--- src/rtl/alu_arbiter.sv ---
// Two-port round-robin arbiter that shares one combinational ALU.
// Operands and results are registered, so the ALU sees stable inputs for the whole EXEC cycle.
module alu_arbiter #(
  parameter int DATA_WIDTH = 32
) (
  input  logic                  clk,
  input  logic                  rst_n,
  input  logic [1:0]            req_valid,
  output logic [1:0]            req_ready,
  input  logic [DATA_WIDTH-1:0] req0_op1,
  input  logic [DATA_WIDTH-1:0] req0_op2,
  input  logic [2:0]            req0_ctrl,
  input  logic [DATA_WIDTH-1:0] req1_op1,
  input  logic [DATA_WIDTH-1:0] req1_op2,
  input  logic [2:0]            req1_ctrl,
  output logic [1:0]            resp_valid,
  input  logic [1:0]            resp_ready,
  output logic [DATA_WIDTH-1:0] resp_data,
  output logic                  resp_zero,
  output logic [DATA_WIDTH-1:0] alu_op1_o,
  output logic [DATA_WIDTH-1:0] alu_op2_o,
  output logic [2:0]            alu_ctrl_o,
  input  logic [DATA_WIDTH-1:0] alu_out_i,
  input  logic                  alu_zero_i,
  output logic                  busy_o
);

  // state | meaning
  // IDLE  | waiting for a request; req_ready driven from the arbiter
  // EXEC  | latched operands on the ALU; result captured at end of cycle
  // RESP  | result held for the owner until its resp_ready
  typedef enum logic [1:0] {IDLE, EXEC, RESP} state_t;

  state_t                state_q, state_d;
  logic                  ptr_q, ptr_d;
  logic                  owner_q, owner_d;
  logic [DATA_WIDTH-1:0] op1_q, op1_d;
  logic [DATA_WIDTH-1:0] op2_q, op2_d;
  logic [2:0]            ctrl_q, ctrl_d;
  logic [DATA_WIDTH-1:0] res_q, res_d;
  logic                  zero_q, zero_d;
  logic [1:0]            grant;

  // A lone requester always wins; the pointer only breaks ties.
  assign grant[0] = req_valid[0] & (~req_valid[1] | ~ptr_q);
  assign grant[1] = req_valid[1] & (~req_valid[0] | ptr_q);

  always_comb begin
    state_d    = state_q;
    ptr_d      = ptr_q;
    owner_d    = owner_q;
    op1_d      = op1_q;
    op2_d      = op2_q;
    ctrl_d     = ctrl_q;
    res_d      = res_q;
    zero_d     = zero_q;
    req_ready  = 2'b00;
    resp_valid = 2'b00;
    case (state_q)
      IDLE: begin
        req_ready = grant;
        if (grant[0]) begin
          op1_d   = req0_op1;
          op2_d   = req0_op2;
          ctrl_d  = req0_ctrl;
          owner_d = 1'b0;
          state_d = EXEC;
        end else if (grant[1]) begin
          op1_d   = req1_op1;
          op2_d   = req1_op2;
          ctrl_d  = req1_ctrl;
          owner_d = 1'b1;
          state_d = EXEC;
        end
      end
      EXEC: begin
        res_d   = alu_out_i;
        zero_d  = alu_zero_i;
        ptr_d   = ~owner_q;
        state_d = RESP;
      end
      RESP: begin
        resp_valid[owner_q] = 1'b1;
        if (resp_ready[owner_q]) state_d = IDLE;
      end
      default: state_d = IDLE;
    endcase
  end

  always_ff @(posedge clk or negedge rst_n) begin
    if (!rst_n) begin
      state_q <= IDLE;
      ptr_q   <= 1'b0;
      owner_q <= 1'b0;
      op1_q   <= '0;
      op2_q   <= '0;
      ctrl_q  <= '0;
      res_q   <= '0;
      zero_q  <= 1'b0;
    end else begin
      state_q <= state_d;
      ptr_q   <= ptr_d;
      owner_q <= owner_d;
      op1_q   <= op1_d;
      op2_q   <= op2_d;
      ctrl_q  <= ctrl_d;
      res_q   <= res_d;
      zero_q  <= zero_d;
    end
  end

  assign alu_op1_o  = op1_q;
  assign alu_op2_o  = op2_q;
  assign alu_ctrl_o = ctrl_q;
  assign resp_data  = res_q;
  assign resp_zero  = zero_q;
  assign busy_o     = (state_q != IDLE);

endmodule

--- config.mk ---
export PLATFORM = sky130hd
export DESIGN_NAME = alu_arbiter
export DESIGN_NICKNAME = d
export VERILOG_FILES = /design/src/rtl/alu_arbiter.sv
export SDC_FILE = /design/constraint.sdc
export NUM_CORES = 1
export LEC_CHECK = 0
export CAP_MARGIN = 10
export CORE_MARGIN = 5
export CORE_UTILIZATION = 39
export CTS_BUF_LIST = sky130_fd_sc_hd__clkbuf_8 sky130_fd_sc_hd__clkbuf_16
export DETAILED_ROUTE_END_ITERATION = 12
export GPL_ROUTABILITY_DRIVEN = 0
export PLACE_DENSITY = 0.8
export SLEW_MARGIN = 0
export SYNTH_ARGS = -nofsm -noshare
export SYNTH_HDL_FRONTEND = slang
export SYNTH_SLANG_ARGS = --single-unit
--- constraint.sdc ---
create_clock -name clk -period 1.85 [get_ports clk]
set_input_delay 0.185 -clock clk [delete_from_list [all_inputs] [get_ports clk]]
set_output_delay 0.185 -clock clk [all_outputs]
set_load 0.01 [all_outputs]
* Word-level counts from Yosys, hierarchy flattened *
Index checks and enable logic that the tools add are counted.

word-level totals
  flip-flop bits (word level) = 104
  bits of input ports = 173
  output and inout bits = 105
  word-level logic and storage cells = 46

operators by class
  $lt $le $gt $ge = 2
  eq/ne operators = 4
  mux-type cells = 18
  bitwise gates (word level) = 8
  reductions and logical operators = 6

operators with widths
  cell                                                                          count
  32-bit 2-to-1 mux                                                             4
  2-bit 2-to-1 mux                                                              5
  3-bit 2-to-1 mux                                                              2
  2-bit case mux with 3 select lines                                            1
  1-bit 2-to-1 mux                                                              5
  1-bit inverter                                                                4
  2-bit AND reduction                                                           2
  2-bit nonzero test                                                            2
  3-bit != test, second input constant                                          1
  1-bit bitwise AND                                                             2
  2-bit by 1-bit == test with 1-bit output, second input constant               1
  2-bit == test, second input constant                                          1
  2-bit logical NOT                                                             1
  1-bit by 2-bit less-than comparator with 1-bit output, second input constant  1
  2-bit != test, second input constant                                          1
  1-bit bitwise OR                                                              2
  1-bit demux with 1-bit select                                                 1
  1-bit greater-or-equal comparator, second input constant                      1
  1-bit logical AND                                                             1

* Depth between registers and ports, before layout *
Gate-level depths: netlist (run 1).

  word-level depth = 6
  gate-level depth with buffers = 6
  depth with buffers taken out = 3

* Worst setup path before layout (run 1) *
No wires, ideal clock.

  path type = register to register
  start point = register state_q[0]
  end point = register op2_q[10], in the netlist alu_op2_o[10]
  library setup time = 0.125 ns
  arrival = 1.501 ns
  required time = 1.725 ns
  path slack = 0.224 ns
  cell stages (with the launch flop) = 7
  buffers on the path = 3
  clock period less this slack = 1.626 ns
  cells stage by stage = dfrtp_1 > nor2_1 > o21a_1 > buf_2 > buf_2 > buf_4 > mux2_4

on the way
  longest elaborated chain between the ends = 2

RTL lines
  item                           RTL line  source
  start, declared                34        state_t state_q, state_d;
  start signal, assigned         101       state_q <= state_d;
  2-bit logical NOT              59        case (state_q)
  2-bit AND reduction (no line)  n/a
  end signal, assigned           105       op2_q <= op2_d;
  end, declared                  38        logic [DATA_WIDTH-1:0] op2_q, op2_d;

No other way between the ends.
A chain may end at the register's enable or synchronous reset.

* Worst setup path after layout (run 1) *
  start point = register ptr_q
  end point = output port req_ready[0]

on the way
  longest elaborated chain between the ends = 4

RTL lines
  item                    RTL line  source
  start, declared         35        logic ptr_q, ptr_d;
  start signal, assigned  102       ptr_q <= ptr_d;
  1-bit inverter          45        assign grant[0] = req_valid[0] & (~req_valid[1] | ~ptr_q);
  1-bit bitwise OR        45
  1-bit bitwise AND       45
  2-bit 2-to-1 mux        59
  end, declared           9         output logic [1:0] req_ready,

No other way between the ends.

==> results of run 1 <==
## through the flow
stage          setup slack [ps]  cells  cell area [µm²]
6_report                  140.0    765             8244
5_1_grt                   11.67    765             8244
4_1_cts                   45.97    765             8239
3_5_place_dp             -102.3    748             7909
3_3_place_gp             -60.37    748             7909
2_1_floorplan             224.4    309             4851
## kinds of logic (layout without fill, tap and decap cells)
kind of cell           Yosys count  in the layout  share of synthesized area
multiplexers                   168            168                     0.4194
flip-flops                     104            104                     0.5365
buffers and inverters           23            311                    0.02889
AND/OR/NAND/NOR                  8              8                   0.007479
AO/OA/AOI/OAI                    6              6                   0.007739
## registers in the layout (all words and copies together), names as in the netlist
signal,flops
ptr_q,1
resp_data,32
resp_zero,1
owner_q,1
state_q,2
alu_op2_o,32
alu_ctrl_o,3
alu_op1_o,32
## cell usage in the layout (no fill, tap or decap), drive strengths merged
cell / Yosys / final
clkdlybuf4s50: 0 / 272
mux2: 168 / 168
dfrtp: 104 / 104
buf: 19 / 15
clkbuf: 1 / 9
inv: 3 / 4
nor2: 3 / 3
clkinv: 0 / 3
nand2b: 2 / 2
nand2: 2 / 2
a21oi: 2 / 2
o21ai: 2 / 2
bufinv: 0 / 2
dlygate4sd2: 0 / 2
dlymetal6s2s: 0 / 2
a21bo: 1 / 1
nor3: 1 / 1
o21a: 1 / 1
clkinvlp: 0 / 1
dlygate4sd3: 0 / 1
## power breakdown
group / switching (µW) / internal (µW) / leakage (µW)
Combinational: 2350 / 4200 / 0.00210
Sequential: 642 / 3460 / 0.00122
Clock: 861 / 1190 / 0.000156
## worst max-delay path, delay by kind of cell, from the launching register on
| kind | cells | cell delay (ps) |
|---|---|---|
| flip-flops | 1 | 410 |
| AND/OR/NAND/NOR | 1 | 190 |
| buffers and inverters | 1 | 330 |
| AO/OA/AOI/OAI | 1 | 250 |
## metal layers
layer | track usage | vias up | part of all wire | wire length (µm)
met5 | 0 | - | 0 | 0
met1 | 0.1995 | 1769 | 0.36 | 5014
met3 | 0.06807 | 12 | 0.092 | 1284
met4 | 0.04902 | 0 | 0.011 | 155
li1 | - | 1666 | - | -
met2 | 0.3389 | 153 | 0.54 | 7486
## path summary, 6_finish.rpt
check                                    startpoint                         to  slack (ps)
min in group clk                      alu_out_i[19]  resp_data[19]$_DFFE_PN0N_         450
setup / recovery                  ptr_q$_DFFE_PN0N_               req_ready[0]         140
hold reg to reg            alu_op1_o[5]$_DFFE_PN0P_   alu_op1_o[5]$_DFFE_PN0P_         510
setup reg to reg                  ptr_q$_DFFE_PN0N_  alu_op2_o[21]$_DFFE_PN0P_         180
hold / removal                                rst_n  alu_op1_o[15]$_DFFE_PN0P_         290
max in group asynchronous                     rst_n   resp_data[5]$_DFFE_PN0N_         970
## final cells by class
| cell class | instances | area, µm² |
|---|---|---|
| clock buffer | 9 | 225.2 |
| clock inverter | 7 | 95.09 |
| fill | 902 | 3867 |
| inverter | 3 | 11.26 |
| multi-input combinational | 182 | 2125 |
| sequential | 104 | 2603 |
| tap | 168 | 210.2 |
| timing repair buffer | 292 | 2975 |
## timing repair
item                                   in CTS  in global routing
cloned                                      0                  0
hold buffers                                1                  0
buffers inserted                            0                  0
resized for setup                           3                  2
endpoints found under the hold margin      19                  0
setup endpoints to repair                   2                  2
==> results.md, run 1 <==
- FFs w/ async S/R, synth: 1.000
- CP Class: reg -> out
- CP max FO: 3
- Slowest CP cell: dfrtp_1
- Final Skew: 6.462 ps
- Post-synthesis average cell area: 15.70 µm²
- Worst slew margin: 0.7943
- Die Area: 14770 µm²
- Dpl hpwl: 11140 µm
- Reg2Reg Depth: 5
- WHS: 285.7 ps
- Root Buffer: clkbuf_16
- Synth top area share: 0.5365
- Routed wire length per instance: 18.22 µm
- 1st-iter DRT viols: 109
- Most common cell in the synthesized netlist: mux2_2
- Initial antenna violation count: 0
- Req. time, crit path: 1660 ps
- CP cell instances: a21bo_4, nor3_1, dlygate4sd2_1
- Die Span X: 121.5 µm
- Post-Syn Instances: 309
- CTS Buffer Depth: 2
- Fmax: 584.8 MHz
- Vias in the first global route: 4080
- Max Cap Violations: 0
- Synth cell count leaders: mux2_2 (130), dfrtp_1 (104), mux2_4 (38), buf_2 (13), buf_6 (4)
- Remaining Overflow, GRT: 0
- Total GRT Usage: 0.1846
- Final setup fails: 0
- Reg clk slew, reported paths: 70 ps
- N_diodes: 0
- # DRC: 0
- Arrival time of the worst setup path: 1530 ps
- Status: complete, no violations
- CP Launch Type: flip-flop
- Worst-margin pin slew: 308.5 ps
- Setup TNS: 0 ps
- IO buf count: 277
- Final Core Density: 0.6807
- Rows: 40
- DR vias: 3600
- Final worst path period share: 0.9243
- Top_reg_cell synth: dfrtp_1
- Final #Nets: 765
- Number of synthesized flops with an enable pin: 0
- Slew Limit Fails: 0
- Latest clock arrival within the worst-skew pair: 340 ps
- Leakage power: 0.003469 µW
- Flops & latches, synth: 104
- Netlist Area Pre-Place: 4851 µm²
- Syn_nets: 482
- Number of vias per cell: 4.706
- Total CTS buffers: 9
- I/O pins: 278
- Pre-antenna DRT Iters: 4
- Yosys cell types: 16
- DRT antenna net count: 0
- Period minus WS final: 1710 ps
- Max IR drop VDD: 0.7558 mV
- Ranking of synthesized cells by area: dfrtp_1 (54%), mux2_2 (30%), mux2_4 (12%)
- RSZ-0062 raised after global routing: no
- Largest stage delay, worst path: 410 ps
- Fraction of layout instances using a drive strength above 1: 0.3384
- Clock sink count: 104
- Synth area leader: dfrtp_1
- Post-synthesis sequential area ratio: 0.5365
- CTS tree: built
- Die height: 121.5 µm
- H-tree levels: 3
- Largest net degree at the start of global routing: 56
- Final Power: 12700 µW
- Starting Density: 0.4005
- Final Hold Vio Count: 0
- Yosys warns: 0
- Core Area: 12110 µm²
- First-pass GRT wire length: 21310 µm
- Layout area overhead: 69.95%
- Drt total wl: 13940 µm
- Worst Setup End Kind: primary output
- Power per cell area: 1541 nW/µm²
- Hold WC Path Type: in -> async
(Power assumes the default switching activity.)
==> run 2, diff against run 1 <==
==> constraint.sdc (replaced) <==
create_clock -name clk -period 1.85 [get_ports clk]
set_input_delay 0.185 -clock clk [delete_from_list [all_inputs] [get_ports clk]]
set_output_delay 0.185 -clock clk [all_outputs]
set_load 0.1 [all_outputs]
==> run 2 against run 1 <==
Worst setup slack better by 24 ps. Maximum frequency increased by 1.4%. First-iteration DRC count grew 21%. Die area is the same. Design area shrank 2.9%. Critical path type unchanged. Largest cell class unchanged.
==> results.md, run 2 (synthesized netlist as in run 1, its figures left out) <==
- Vias in the first global route: 4094
- Initial antenna violation count: 0
- Final Non-Filler Cells: 763
- Pre-antenna DRT Iters: 4
- Crit path from: state_q[0]$_DFFE_PN0P_
- H-tree levels: 3
- Max Cap Violations: 0
- Met2 GRT Util: 0.3382
- Worst reg2reg startpoint: state_q[0]$_DFFE_PN0P_
- Req. time, crit path: 1660 ps
- Die Span X: 121.5 µm
- Worst slew margin: 0.6647
- DR vias: 3618
- Final setup fails: 0
- Final #Nets: 763
- Arrival time of the worst setup path: 1500 ps
- Placed instance area: 7711 µm²
- 1st-iter DRT viols: 132
- Clock sink count: 104
- CP cell instances: nor2_1, nand2_1, a21oi_2, buf_12
- Drt total wl: 13810 µm
- Starting Density: 0.4005
- Setup TNS: 0 ps
- IO buf count: 277
- First-pass GRT wire length: 21250 µm
- Remaining Overflow, GRT: 0
- Final Hold Vio Count: 0
- Routed wire length per instance: 18.10 µm
- Final Skew: 4.558 ps
- Number of vias per cell: 4.742
- Status: complete, no violations
- Fraction of layout instances using a drive strength above 1: 0.5092
- Setup Buffers After CTS: 0
- Total CTS buffers: 9
- RSZ-0062 raised after global routing: no
- CP Class: reg -> out
- Reg clk slew, reported paths: 70 ps
- Largest stage delay, worst path: 440 ps
- CTS tree: built
- CTS Buffer Depth: 2
- Final Instance Area: 8004 µm²
- Fmax: 593.0 MHz
- Layout area overhead: 65.00%
- # DRC: 0
- Root Buffer: clkbuf_16
- Placed cell count: 746
- Worst Setup End Kind: primary output
- Gr busiest metal: met2
- Dpl hpwl: 11010 µm
- Worst-margin pin slew: 503.0 ps
- GRT met1 Usage: 0.1937
- Slew Limit Fails: 0
- Final WS setup: 163.7 ps
- DRT antenna net count: 0
- CP max FO: 4
- Post-place setup slack: -32.86 ps
- CP Capture Point: req_ready[1]
- Core Area: 12110 µm²
- Final worst path period share: 0.9115
- Largest net degree at the start of global routing: 53
- Most frequent cells in the layout: clkdlybuf4s50_1 (171), mux2_2 (130), buf_4 (106), dfrtp_1 (104), mux2_4 (38)
- Critical R2R Capture: alu_op1_o[1]$_DFFE_PN0P_
- Most common cell after layout, fill and taps aside: clkdlybuf4s50_1
- Slowest CP cell: dfrtp_1
- Reg2Reg Depth: 4
- N_diodes: 0
- Rows: 40
- Die Area: 14770 µm²
- Total GRT Usage: 0.1851
- Die height: 121.5 µm
- CP Launch Type: flip-flop
- Hold WC Path Type: in -> async
- Reg-to-reg slack, setup: 230 ps
- Met3 Use GR: 0.05874
- I/O pins: 278
- Period minus WS final: 1686 ps
- Latest clock arrival within the worst-skew pair: 340 ps
run 2: cell types whose count changed in the layout (fill, tap and decap cells not counted), sizes merged:
| cell | previous run | this run |
|---|---|---|
| buf | 15 | 118 |
| clkinv | 3 | 1 |
| clkdlybuf4s50 | 272 | 171 |
| bufinv | 2 | 1 |
| dlygate4sd2 | 2 | 0 |
| inv | 4 | 7 |
| dlymetal6s2s | 2 | 0 |
run 2: per-stage QoR:
stage          hold slack, ps  utilization
2_1_floorplan          -110.6            -
6_report                350.0       0.6608
5_1_grt                 398.2       0.6608
4_1_cts                 357.8       0.6608
3_5_place_dp            190.1       0.6367
3_3_place_gp            185.7       0.6367
run 2: layout make-up:
class,instances,area [µm²]
flip-flops and latches,104,2603
fillers,902,4108
well taps,168,210.2
clock inverters,7,57.56
repair buffers,290,2758
clock buffers,9,225.2
inverters,3,11.26
multi-input cells,182,2140
run 2: worst max-delay path: cells and delay by family, from the launching register on:
kind	cells	cell delay, ps
compound gates	1	170
simple gates	2	350
buf+inv	1	200
flops	1	440
run 2: repair_timing:
item,in CTS,in global routing
resized for setup,0,0
setup endpoints to repair,0,0
endpoints found under the hold margin,34,0
hold buffers,1,0
run 2: worst min-delay path by stage:
stage               slack (ps)  depth (start not counted)                         to  startpoint
CTS                        360                          2  alu_op2_o[25]$_DFFE_PN0P_       rst_n
global placement           190                          1  alu_op2_o[25]$_DFFE_PN0P_       rst_n
floorplan                 -110                          0  alu_ctrl_o[0]$_DFFE_PN0P_       rst_n
global route               400                          2   alu_op1_o[1]$_DFFE_PN0P_       rst_n
finish                     350                          2  alu_op2_o[25]$_DFFE_PN0P_       rst_n
detailed placement         190                          1  alu_op2_o[25]$_DFFE_PN0P_       rst_n
run 2: per-layer routing:
| layer | part of all wire | up-vias |
|---|---|---|
| li1 | - | 1662 |
| met1 | 0.35 | 1759 |
| met2 | 0.53 | 168 |
| met3 | 0.098 | 29 |
| met4 | 0.030 | 0 |
| met5 | 0 | - |
Power of run 2 is left out: the tool's default activity adds up to more than one toggle a clock period on the data nets, which glitch-free logic cannot reach.
